==> src/rtl/sobel_pixel_sequencer.sv <==
// Sobel pixel sequencer: walks a frame in raster order, feeds each interior
// pixel's six neighbour blue bytes to the Thumb core, runs it for a fixed
// time, thresholds |result| and streams one black/white pixel per position.
module sobel_pixel_sequencer #(
    parameter logic [31:0] FB_BASE    = 32'h0000_0000,
    parameter int unsigned RST_CYCLES = 2,
    parameter int unsigned RUN_CYCLES = 30,
    parameter int unsigned THRESH     = 64,
    parameter logic [7:0]  RES_ADDR   = 8'd24
) (
    input  logic        clk,
    input  logic        reset_n,
    input  logic        start,
    input  logic [15:0] img_width,
    input  logic [15:0] img_height,
    output logic        fb_req,
    output logic [31:0] fb_addr,
    input  logic        fb_ack,
    input  logic [7:0]  fb_rdata,
    output logic        dm_we,
    output logic        dm_re,
    output logic [7:0]  dm_addr,
    output logic [31:0] dm_wdata,
    input  logic [31:0] dm_rdata,
    output logic        cpu_reset_n,
    output logic        pix_valid,
    input  logic        pix_ready,
    output logic [7:0]  pix_data,
    output logic        pix_last,
    output logic        busy
);

    localparam logic [31:0] RST_LAST = 32'(RST_CYCLES - 1);
    localparam logic [31:0] RUN_LAST = 32'(RUN_CYCLES - 1);
    localparam logic [31:0] THRESH_W = 32'(THRESH);

    typedef enum logic [3:0] {
        IDLE, CLASSIFY, FETCH, LOAD, CPU_RST, CPU_RUN, RD_RES, CAP_RES, EMIT, DONE
    } state_t;

    state_t      state, state_nxt;
    logic [15:0] w, h, x, y;
    logic [2:0]  k;
    logic [7:0]  byte_q;
    logic [7:0]  pix_q;
    logic [31:0] cnt;

    logic        last_col, last_row, border;
    logic [31:0] nx, ny, fb_off, fb_addr_c;
    logic [31:0] mag;
    logic        white;

    // Position classification, neighbour address and result magnitude.
    always_comb begin
        last_col  = (x == w - 16'd1);
        last_row  = (y == h - 16'd1);
        border    = (x == '0) || last_col || (y == '0) || last_row;
        // k[0] picks left/right column, k[2:1] picks row offset 0..2 from y-1
        nx        = k[0] ? ({16'b0, x} + 32'd1) : ({16'b0, x} - 32'd1);
        ny        = {16'b0, y} - 32'd1 + {30'b0, k[2:1]};
        fb_off    = {16'b0, w} * ny + nx;
        fb_addr_c = FB_BASE + 32'd3 * fb_off;
        // two's-complement negate; 32'h8000_0000 maps to itself and stays large
        mag       = dm_rdata[31] ? (~dm_rdata + 32'd1) : dm_rdata;
        white     = (mag > THRESH_W);
    end

    // State register.
    always_ff @(posedge clk or negedge reset_n) begin
        if (!reset_n) state <= IDLE;
        else          state <= state_nxt;
    end

    // Next-state and output decode.
    always_comb begin
        state_nxt   = state;
        fb_req      = 1'b0;
        fb_addr     = '0;
        dm_we       = 1'b0;
        dm_re       = 1'b0;
        dm_addr     = '0;
        dm_wdata    = '0;
        cpu_reset_n = 1'b0;
        pix_valid   = 1'b0;
        pix_data    = '0;
        pix_last    = 1'b0;
        busy        = 1'b1;
        case (state)
            IDLE: begin
                busy = 1'b0;
                if (start) begin
                    if (img_width == '0 || img_height == '0) state_nxt = DONE;
                    else                                      state_nxt = CLASSIFY;
                end
            end
            CLASSIFY: state_nxt = border ? EMIT : FETCH;
            FETCH: begin
                fb_req  = 1'b1;
                fb_addr = fb_addr_c;
                if (fb_ack) state_nxt = LOAD;
            end
            LOAD: begin
                dm_we     = 1'b1;
                dm_addr   = {3'b0, k, 2'b0};
                dm_wdata  = {24'b0, byte_q};
                state_nxt = (k == 3'd5) ? CPU_RST : FETCH;
            end
            CPU_RST: if (cnt == RST_LAST) state_nxt = CPU_RUN;
            CPU_RUN: begin
                cpu_reset_n = 1'b1;
                if (cnt == RUN_LAST) state_nxt = RD_RES;
            end
            RD_RES: begin
                dm_re     = 1'b1;
                dm_addr   = RES_ADDR;
                state_nxt = CAP_RES;
            end
            CAP_RES: state_nxt = EMIT;
            EMIT: begin
                pix_valid = 1'b1;
                pix_data  = pix_q;
                pix_last  = last_col && last_row;
                if (pix_ready) state_nxt = (last_col && last_row) ? DONE : CLASSIFY;
            end
            DONE: begin
                busy      = 1'b0;
                state_nxt = IDLE;
            end
            default: state_nxt = IDLE;
        endcase
    end

    // Datapath: frame size, position, fetch index, run counter, pixel value.
    always_ff @(posedge clk or negedge reset_n) begin
        if (!reset_n) begin
            w      <= '0;
            h      <= '0;
            x      <= '0;
            y      <= '0;
            k      <= '0;
            byte_q <= '0;
            pix_q  <= '0;
            cnt    <= '0;
        end else begin
            case (state)
                IDLE: if (start) begin
                    w <= img_width;
                    h <= img_height;
                    x <= '0;
                    y <= '0;
                end
                CLASSIFY: begin
                    pix_q <= '0;
                    k     <= '0;
                end
                FETCH: if (fb_ack) byte_q <= fb_rdata;
                LOAD: begin
                    k   <= k + 3'd1;
                    cnt <= '0;
                end
                CPU_RST: cnt <= (cnt == RST_LAST) ? '0 : cnt + 32'd1;
                CPU_RUN: cnt <= cnt + 32'd1;
                CAP_RES: pix_q <= white ? 8'hFF : 8'h00;
                EMIT: if (pix_ready) begin
                    if (last_col) begin
                        x <= '0;
                        y <= y + 16'd1;
                    end else begin
                        x <= x + 16'd1;
                    end
                end
                default: ;
            endcase
        end
    end

endmodule

==> config.mk <==
export PLATFORM = sky130hd
export DESIGN_NAME = sobel_pixel_sequencer
export DESIGN_NICKNAME = d
export VERILOG_FILES = /design/src/rtl/sobel_pixel_sequencer.sv
export SDC_FILE = /design/constraint.sdc
export NUM_CORES = 1
export LEC_CHECK = 0
export CORE_ASPECT_RATIO = 1.75
export CORE_MARGIN = 5
export CORE_UTILIZATION = 35
export CTS_BUF_LIST = sky130_fd_sc_hd__clkbuf_4 sky130_fd_sc_hd__clkbuf_8
export CTS_CLUSTER_SIZE = 28
export DETAILED_ROUTE_END_ITERATION = 7
export GPL_TIMING_DRIVEN = 0
export PLACE_DENSITY = 0.49
export SLEW_MARGIN = 10
export SYNTH_ARGS = -nofsm -noshare
export SYNTH_HDL_FRONTEND = slang
export SYNTH_SLANG_ARGS = --single-unit
==> constraint.sdc <==
create_clock -name clk -period 21 [get_ports clk]
set_clock_uncertainty 0.05 [all_clocks]
set_input_delay 4.2 -clock clk [delete_from_list [all_inputs] [get_ports clk]]
set_output_delay 4.2 -clock clk [all_outputs]
set_load 0.01 [all_outputs]
# [Word level (Yosys, flattened, before mapping)]
# Index checks and enable logic that the tools add are counted.
[classes] addsub=12 mul=2 order_cmp=1 eq_ne=20 n_mux=35 bitwise_logic=1 n_reduce_logical=20
[op_table] cell="32-bit two-way mux" count=4
[op_table] cell="32-bit one-hot mux with 3 select lines" count=1
[op_table] cell="16-bit two-way mux" count=5
[op_table] cell="32-bit by 1-bit adder with 32-bit output (second input constant)" count=2
[op_table] cell="16-bit logical NOT" count=4
[op_table] cell="16-bit one-hot mux with 2 select lines" count=2
[op_table] cell="4-bit one-hot mux with 9 select lines" count=1
[op_table] cell="16-bit by 1-bit subtractor with 17-bit output (second input constant)" count=2
[op_table] cell="16-bit by 1-bit adder with 16-bit output (second input constant)" count=2
[op_table] cell="32-bit adder" count=1
[op_table] cell="16-bit equality test" count=2
[op_table] cell="32-bit by 1-bit equality test with 1-bit output (second input constant)" count=1
[op_table] cell="32-bit by 5-bit equality test with 1-bit output (second input constant)" count=1
[op_table] cell="32-bit by 7-bit > comparator with 1-bit output (second input constant)" count=1
[op_table] cell="17-bit by 18-bit multiplier with 32-bit output" count=1
[op_table] cell="2-bit by 32-bit multiplier with 32-bit output (first input constant)" count=1
[op_table] cell="4-bit two-way mux" count=8
[op_table] cell="32-bit NOT" count=1
[op_table] cell="16-bit by 1-bit subtractor with 16-bit output (second input constant)" count=2
[op_table] cell="8-bit two-way mux" count=3
[op_table] cell="17-bit by 3-bit adder with 18-bit output" count=1
[op_table] cell="16-bit by 1-bit adder with 17-bit output (second input constant)" count=1
[op_table] cell="4-bit by 3-bit equality test with 1-bit output (second input constant)" count=4
[op_table] cell="8-bit one-hot mux with 2 select lines" count=1
[op_table] cell="20 further kinds" count=39
[word_totals] reg_bits=119 in_bits=77 out_inout_bits=87 elab_cells=100

# [Longest topological paths before layout]
# Gate-level depths: netlist of the first run.
[logic_depth] word_depth=7 mapped_depth=45 mapped_depth_nobuf=43

# [Worst setup path before layout of the first run]
# No wires, ideal clock.
[synth_timing] path_type="register to output" startpoint="reg y[0]" endpoint="out fb_addr[31]" t_arrival_ns=10.391 required_time_ns=16.750 slack_ns=6.359 stages_incl_launch_ff=43 n_path_buf=2 cell_sequence="dfrtp_1 > buf_2 > inv_1 > ha_1 > fa_1 > inv_1 > and3_1 > a31oi_1 > a311oi_1 > o21ai_0 > xor2_1 > clkbuf_1 > nand2_1 > fa_1 > inv_1 > fa_1 > inv_1 > fa_1 > [7 not listed] > and3_1 > a221oi_1 > o2111ai_1 > and2_1 > nor2_1 > nor2_1 > a311oi_1 > xnor2_1 > ha_1 > nand2_1 > nor2_1 > a211oi_1 > o221ai_1 > a221o_1 > a221o_1 > a21oi_1 > xnor3_1 > and2_1"
[synth_via] elab_chain_len=6
[synth_rtl] element="start, declared" line="42" text="logic [15:0] w, h, x, y;"
[synth_rtl] element="start signal, assigned" line="167" text="y <= y + 16'd1;"
[synth_rtl] element="16-bit by 1-bit subtractor with 17-bit output" line="60" text="ny = {16'b0, y} - 32'd1 + {30'b0, k[2:1]};"
[synth_rtl] element="17-bit by 3-bit adder with 18-bit output" line="60"
[synth_rtl] element="17-bit by 18-bit multiplier with 32-bit output" line="61" text="fb_off = {16'b0, w} * ny + nx;"
[synth_rtl] element="32-bit adder" line="61"
[synth_rtl] element="2-bit by 32-bit multiplier with 32-bit output" line="62" text="fb_addr_c = FB_BASE + 32'd3 * fb_off;"
[synth_rtl] element="32-bit two-way mux" line="88" text="case (state)"
[synth_rtl] element="end, declared" line="17" text="output logic [31:0] fb_addr,"
# Every way passes these cells.

# [Worst setup path in the final report of the first run]
# Same ends and word-level chain as after synthesis.

==> flow_summary.toml, run 1 <==
[run_status]
status = "completed"

[timing]
fin_crit_sh_pct = 83.3
min_period_ps = 17490
drv_slew = 0
hold_ws_ps = 460
grt_setup_unrepaired = "no"
setup_viol = 0
fin_setup_tns_ps = 0
timing.slew.headroom_pct = 26.7
worstMarginPinSlew_ps = 1090
fmax_ghz = 0.0572
hold_viol = 0

[clock_tree]
cts_root_buf = "clkbuf_8"
clk_pin_slew_ps = 120
h-tree-depth = 3
clockBufferDepth = 2
cts.sinks = 112
cts_tree = "done"
cts_resized = 0
numCtsBuffers = 9
cts_hold_buffers = 0
clk-insertion-delay-late_ps = 430
postCtsSetupBuffers = 0

[setup_path]
start_kind = "register"
r2r_cells = 15
worstPathMaxFanout = 10
crit_path_top_delay_cell = "a311oi_1"
r2r_setup_slack_ps = 16390
arrival_ps = 13240
reg2reg_from = "w[0]$_DFFE_PN0P_"
crit_required_ps = 16750
crit_top_cell = "fa_1"
critPathMaxStageDelay_ps = 930
reg2reg_to = "y[12]$_DFFE_PN0P_"
criticalPathCategory = "register to primary output"
crit_path_end_kind = "primary output"

[placed_design]
placed_area_um2 = 23900
placedCellCount = 3566
gp_congestion = 0.906
port_buffers = 132
hpwl_mm = 56.1

[floorplan]
die-area_um2 = 66400
fp.dieH_um = 337
ios = 164
num_rows = 120
die_w_um = 197
start_util_pct = 35.1
core_um2 = 61000

[routing]
routed-via-count = 17900
totalWireLength_mm = 65.3
drc_errors = 0
final_antenna_net_count = 0
vias_per_cell = 4.99
wl_per_cell_um = 18.2
drt_iter0_drc = 561
dr.pass1.iters = 5

[final_layout]
fin_area_um2 = 24100
area_delta_synth_final_pct = 12.4
multi_input_area_um2 = 16400
drive_above_1_share_pct = 3.62
fillers = 6474
nets = 3279
regArea_um2 = 2800
layout.cells.most_common_list = "inv_1, nand2_1, fa_1"
final_cells = 3583
final_common_cell = "inv_1"

[worst_hold_path]
whs_path_depth = 2
hold_path_startpoint = "h[15]$_DFFE_PN0P_"
hold_path_end = "h[15]$_DFFE_PN0P_"
worstHoldPathType = "register to register"

[synthesis]
syn_area_um2 = 21400
synth_ff_type = "dfrtp_1"
ys_seq_area_share_pct = 13.1
synthCells = 2611
async_flop_share_pct = 100
synth_area_leaders = "fa_1, dfrtp_1, ha_1, inv_1, nand2_1"
synth_cell_types = 80
avgSynthCellArea_um2 = 8.20
synth_edf_count = 0
yosys.area.top_type = "fa_1"
ys_warn_count = 0
synth_top_area_share_pct = 27.1
synth-seq-cells = 112

[global_route]
grt_pass1_wl_mm = 105
globalRouteTotalUtil_pct = 19.9
grt_overflow = 0
grt_max_degree = 79
grt_pass1_vias = 19600
antenna_found_initial = 2

[flow_run]
max-cap-violations = 0
## cell families after synthesis
kind of cell,share of synthesized area (%)
xor+xnor,8.04
other cells,0.0175
mux,0.917
simple gates,22.6
compound gates,9.85
fa+ha+maj,34.6
buf+inv,10.9
flops,13.1
## metrics by stage
step	util [%]	setup WS, ps
2_1_floorplan	-	6360
3_3_place_gp	39.1	3440
3_5_place_dp	39.2	3740
4_1_cts	39.5	3250
5_1_grt	39.5	2630
6_report	39.5	3510
## final cells by class
type | instances | share of cell area (%)
diodes | 1 | 0.0104
plain buffers | 158 | 3.07
clock buffers | 10 | 0.572
clock inverters | 6 | 0.239
inverters | 427 | 6.66
multi-input cells | 1942 | 68.0
flip-flops and latches | 112 | 11.6
well taps | 793 | 4.12
repair buffers | 134 | 5.65
## routing by layer
layer  GRT usage, %  wire, µm
met5              0         0
met4           7.07      2520
met3           1.86      1950
met2           40.3     36500
met1           21.0     24400
## flip-flops by register name, indices dropped and copies added (netlist names)
register / cells
cnt: 32
h: 16
w: 16
x: 16
y: 16
byte_q: 8
state: 4
k: 3
pix_q: 1
## worst max-delay path, delay by kind of cell, from the launching register on
kind | cells | cell delay, ps
buf+inv | 7 | 1400
xor+xnor | 3 | 1210
fa+ha+maj | 9 | 3970
flops | 1 | 390
compound gates | 10 | 3660
simple gates | 10 | 2140
## Yosys cell counts, types with 34 or more instances
library cell / instances
inv_1: 426
nand2_1: 291
fa_1: 290
nor2_1: 173
and2_1: 169
ha_1: 128
dfrtp_1: 112
xnor2_1: 110
clkbuf_1: 105
o21ai_0: 101
xor2_1: 84
a21oi_1: 66
nand3_1: 53
nor3_1: 44
nand2b_1: 40
buf_4: 36
a21o_1: 35
nor4_1: 34
## worst max path at each step
stage,from,endpoint,slack [ps]
floorplan,y[0]$_DFFE_PN0P_,fb_addr[31],6360
global placement,y[0]$_DFFE_PN0P_,fb_addr[31],3440
detailed placement,y[0]$_DFFE_PN0P_,fb_addr[31],3740
CTS,y[0]$_DFFE_PN0P_,fb_addr[31],3250
global route,y[0]$_DFFE_PN0P_,fb_addr[31],2630
finish,y[0]$_DFFE_PN0P_,fb_addr[31],3510
Power of run 1 is left out: the tool's default activity adds up to more than one toggle a clock period on the data nets, which glitch-free logic cannot reach.
==> inputs of run 2 (changes only) <==
--- a/config.mk
+++ b/config.mk
@@ -12,7 +12,7 @@
 export CTS_CLUSTER_SIZE = 28
 export DETAILED_ROUTE_END_ITERATION = 7
 export GPL_TIMING_DRIVEN = 0
-export PLACE_DENSITY = 0.49
+export PLACE_DENSITY = 0.51
 export SLEW_MARGIN = 10
 export SYNTH_ARGS = -nofsm -noshare
 export SYNTH_HDL_FRONTEND = slang
==> constraint.sdc (replaced) <==
create_clock -name clk -period 15.2 [get_ports clk]
set_clock_uncertainty 0.05 [all_clocks]
set_input_delay 3.04 -clock clk [delete_from_list [all_inputs] [get_ports clk]]
set_output_delay 3.04 -clock clk [all_outputs]
set_load 0.01 [all_outputs]
==> run 2 against run 1 <==
Die area unchanged. Sequential share of layout area down 0.25 points. Non-clock buffer count up 12. Cell area up 2.2%. Core utilization up 0.87 points. Final cell count up 0.33%. Count of clock-buffer cells in the layout down 1. Worst setup slack worse by 2900 ps. Via count up 1.1%. Register-to-register slack worse by 5700 ps. Critical path depth up 4. Hold slack better by 1.4 ps. Critical endpoint is now fb_addr[29]. Largest cell class unchanged.
==> flow_summary.toml, run 2 (same netlist as run 1, synthesis figures left out) <==
[clock_tree]
clk-insertion-delay-late_ps = 430
clk_pin_slew_ps = 120
h-tree-depth = 3
cts_hold_buffers = 0
cts.sinks = 112
numCtsBuffers = 9
clockBufferDepth = 2
cts_root_buf = "clkbuf_8"
cts_tree = "done"

[global_route]
grt_pass1_wl_mm = 105
grt_max_degree = 71
antenna_found_initial = 0
globalRouteTotalUtil_pct = 19.9
grt_overflow = 0
grt_pass1_vias = 19600

[setup_path]
criticalPathCategory = "register to primary output"
r2r_setup_slack_ps = 10670
worstPathMaxFanout = 8
arrival_ps = 11530
cpLargestDelayFamily = "adder cells"
reg2reg_from = "w[0]$_DFFE_PN0P_"
crit_required_ps = 12110
crit_path_top_delay_cell = "clkdlybuf4s50_1"
cp-startpoint = "y[0]$_DFFE_PN0P_"
critPathMaxStageDelay_ps = 560
crit_path_end_kind = "primary output"
start_kind = "register"
cp_num_buf_inv = 8
crit_top_cell = "fa_1"

[run_status]
status = "completed"

[placed_design]
port_buffers = 132
gp_congestion = 0.914
hpwl_mm = 56.2
placed_area_um2 = 23900

[final_layout]
layout.cells.most_common_list = "inv_1, nand2_1, fa_1"
area_delta_synth_final_pct = 14.9
drive_above_1_share_pct = 6.32
final_common_cell = "inv_1"
finalCoreUtilization_pct = 40.4
largest_reg_flops = 32
nets = 3291
fin_area_um2 = 24600
regMostFlops = "cnt"

[timing]
hold_viol = 0
timing.slew.headroom_pct = 36.4
drv_slew = 0
fmax_ghz = 0.0684
worstMarginPinSlew_ps = 953
min_period_ps = 14620
grt_setup_unrepaired = "no"
fin_crit_sh_pct = 96.2
setup_viol = 0

[worst_hold_path]
worstHoldPathType = "register to register"
hold_path_startpoint = "h[15]$_DFFE_PN0P_"

[floorplan]
die-area_um2 = 66400
ios = 164
num_rows = 120
start_util_pct = 35.1
fp.dieH_um = 337
core_um2 = 61000
die_w_um = 197

[routing]
drt_iter0_drc = 673
drc_errors = 0
vias_per_cell = 5.03
totalWireLength_mm = 66.1
wl_per_cell_um = 18.4
routed-via-count = 18100
dr.pass1.iters = 5
final_antenna_net_count = 0

[flow_run]
max-cap-violations = 0
run 2: cell count changes in the layout (fill, tap and decap cells not counted), moves of 4 or more:
| cell | previous run | this run |
|---|---|---|
| xor2_2 | 0 | 4 |
| xnor2_1 | 110 | 99 |
| buf_4 | 36 | 53 |
| clkbuf_2 | 1 | 10 |
| xor2_1 | 84 | 79 |
| clkbuf_4 | 0 | 4 |
| xnor2_2 | 0 | 8 |
| clkbuf_1 | 105 | 88 |
run 2: repair_timing:
action | 4_1_cts | 5_1_grt
pin swaps | 5 | 10
setup buffers | 5 | 11
gates resized for setup | 57 | 33
endpoints found under the setup margin | 9 | 4
run 2: cell type report:
cell class,count,area [µm²]
Clock buffer,9,124
Tap cell,793,992
Inverter,427,1600
Fill cell,6416,36400
Sequential cell,112,2800
Timing Repair Buffer,149,1470
Multi-Input combinational cell,1942,16700
Antenna cell,1,2.50
Clock inverter,7,78.8
Buffer,155,777
run 2: worst paths after layout:
kind	cells past startpoint	end
max	43	fb_addr[29]
min	2	h[15]$_DFFE_PN0P_
min reg2reg	2	h[15]$_DFFE_PN0P_
min in group asynchronous	1	cnt[11]$_DFFE_PN0P_
max in group asynchronous	2	w[4]$_DFFE_PN0P_
max reg2reg	14	y[7]$_DFFE_PN0P_
run 2: tightest hold or removal path, delay by kind of cell, from the launching register on:
kind	cells	cell delay, ps
AND/OR/NAND/NOR	2	110
flip-flops	1	380
run 2: layer usage:
layer | part of all wire (%) | vias up | global-route usage [%] | routed length [µm]
met5 | 0 | - | 0 | 0
met4 | 3.2 | 0 | 6.32 | 2140
met3 | 2.8 | 98 | 1.67 | 1830
met2 | 57 | 369 | 41.0 | 37700
met1 | 37 | 8997 | 20.8 | 24400
li1 | - | 8616 | - | -
run 2: metrics by stage:
| step | worst slack, ps | instances | hold slack (ps) | TNS, ps |
|---|---|---|---|---|
| final | 579 | 3595 | 462 | 0 |
| after global routing | 93.2 | 3594 | 489 | 0 |
| after CTS | 5.68 | 3586 | 467 | 0 |
| after detailed placement | -986 | 3565 | 437 | -1770 |
| after global placement | -1180 | 3564 | 430 | -2650 |
| after floorplan | 1720 | 2639 | 416 | 0 |
Power of run 2 is left out for the same reason.
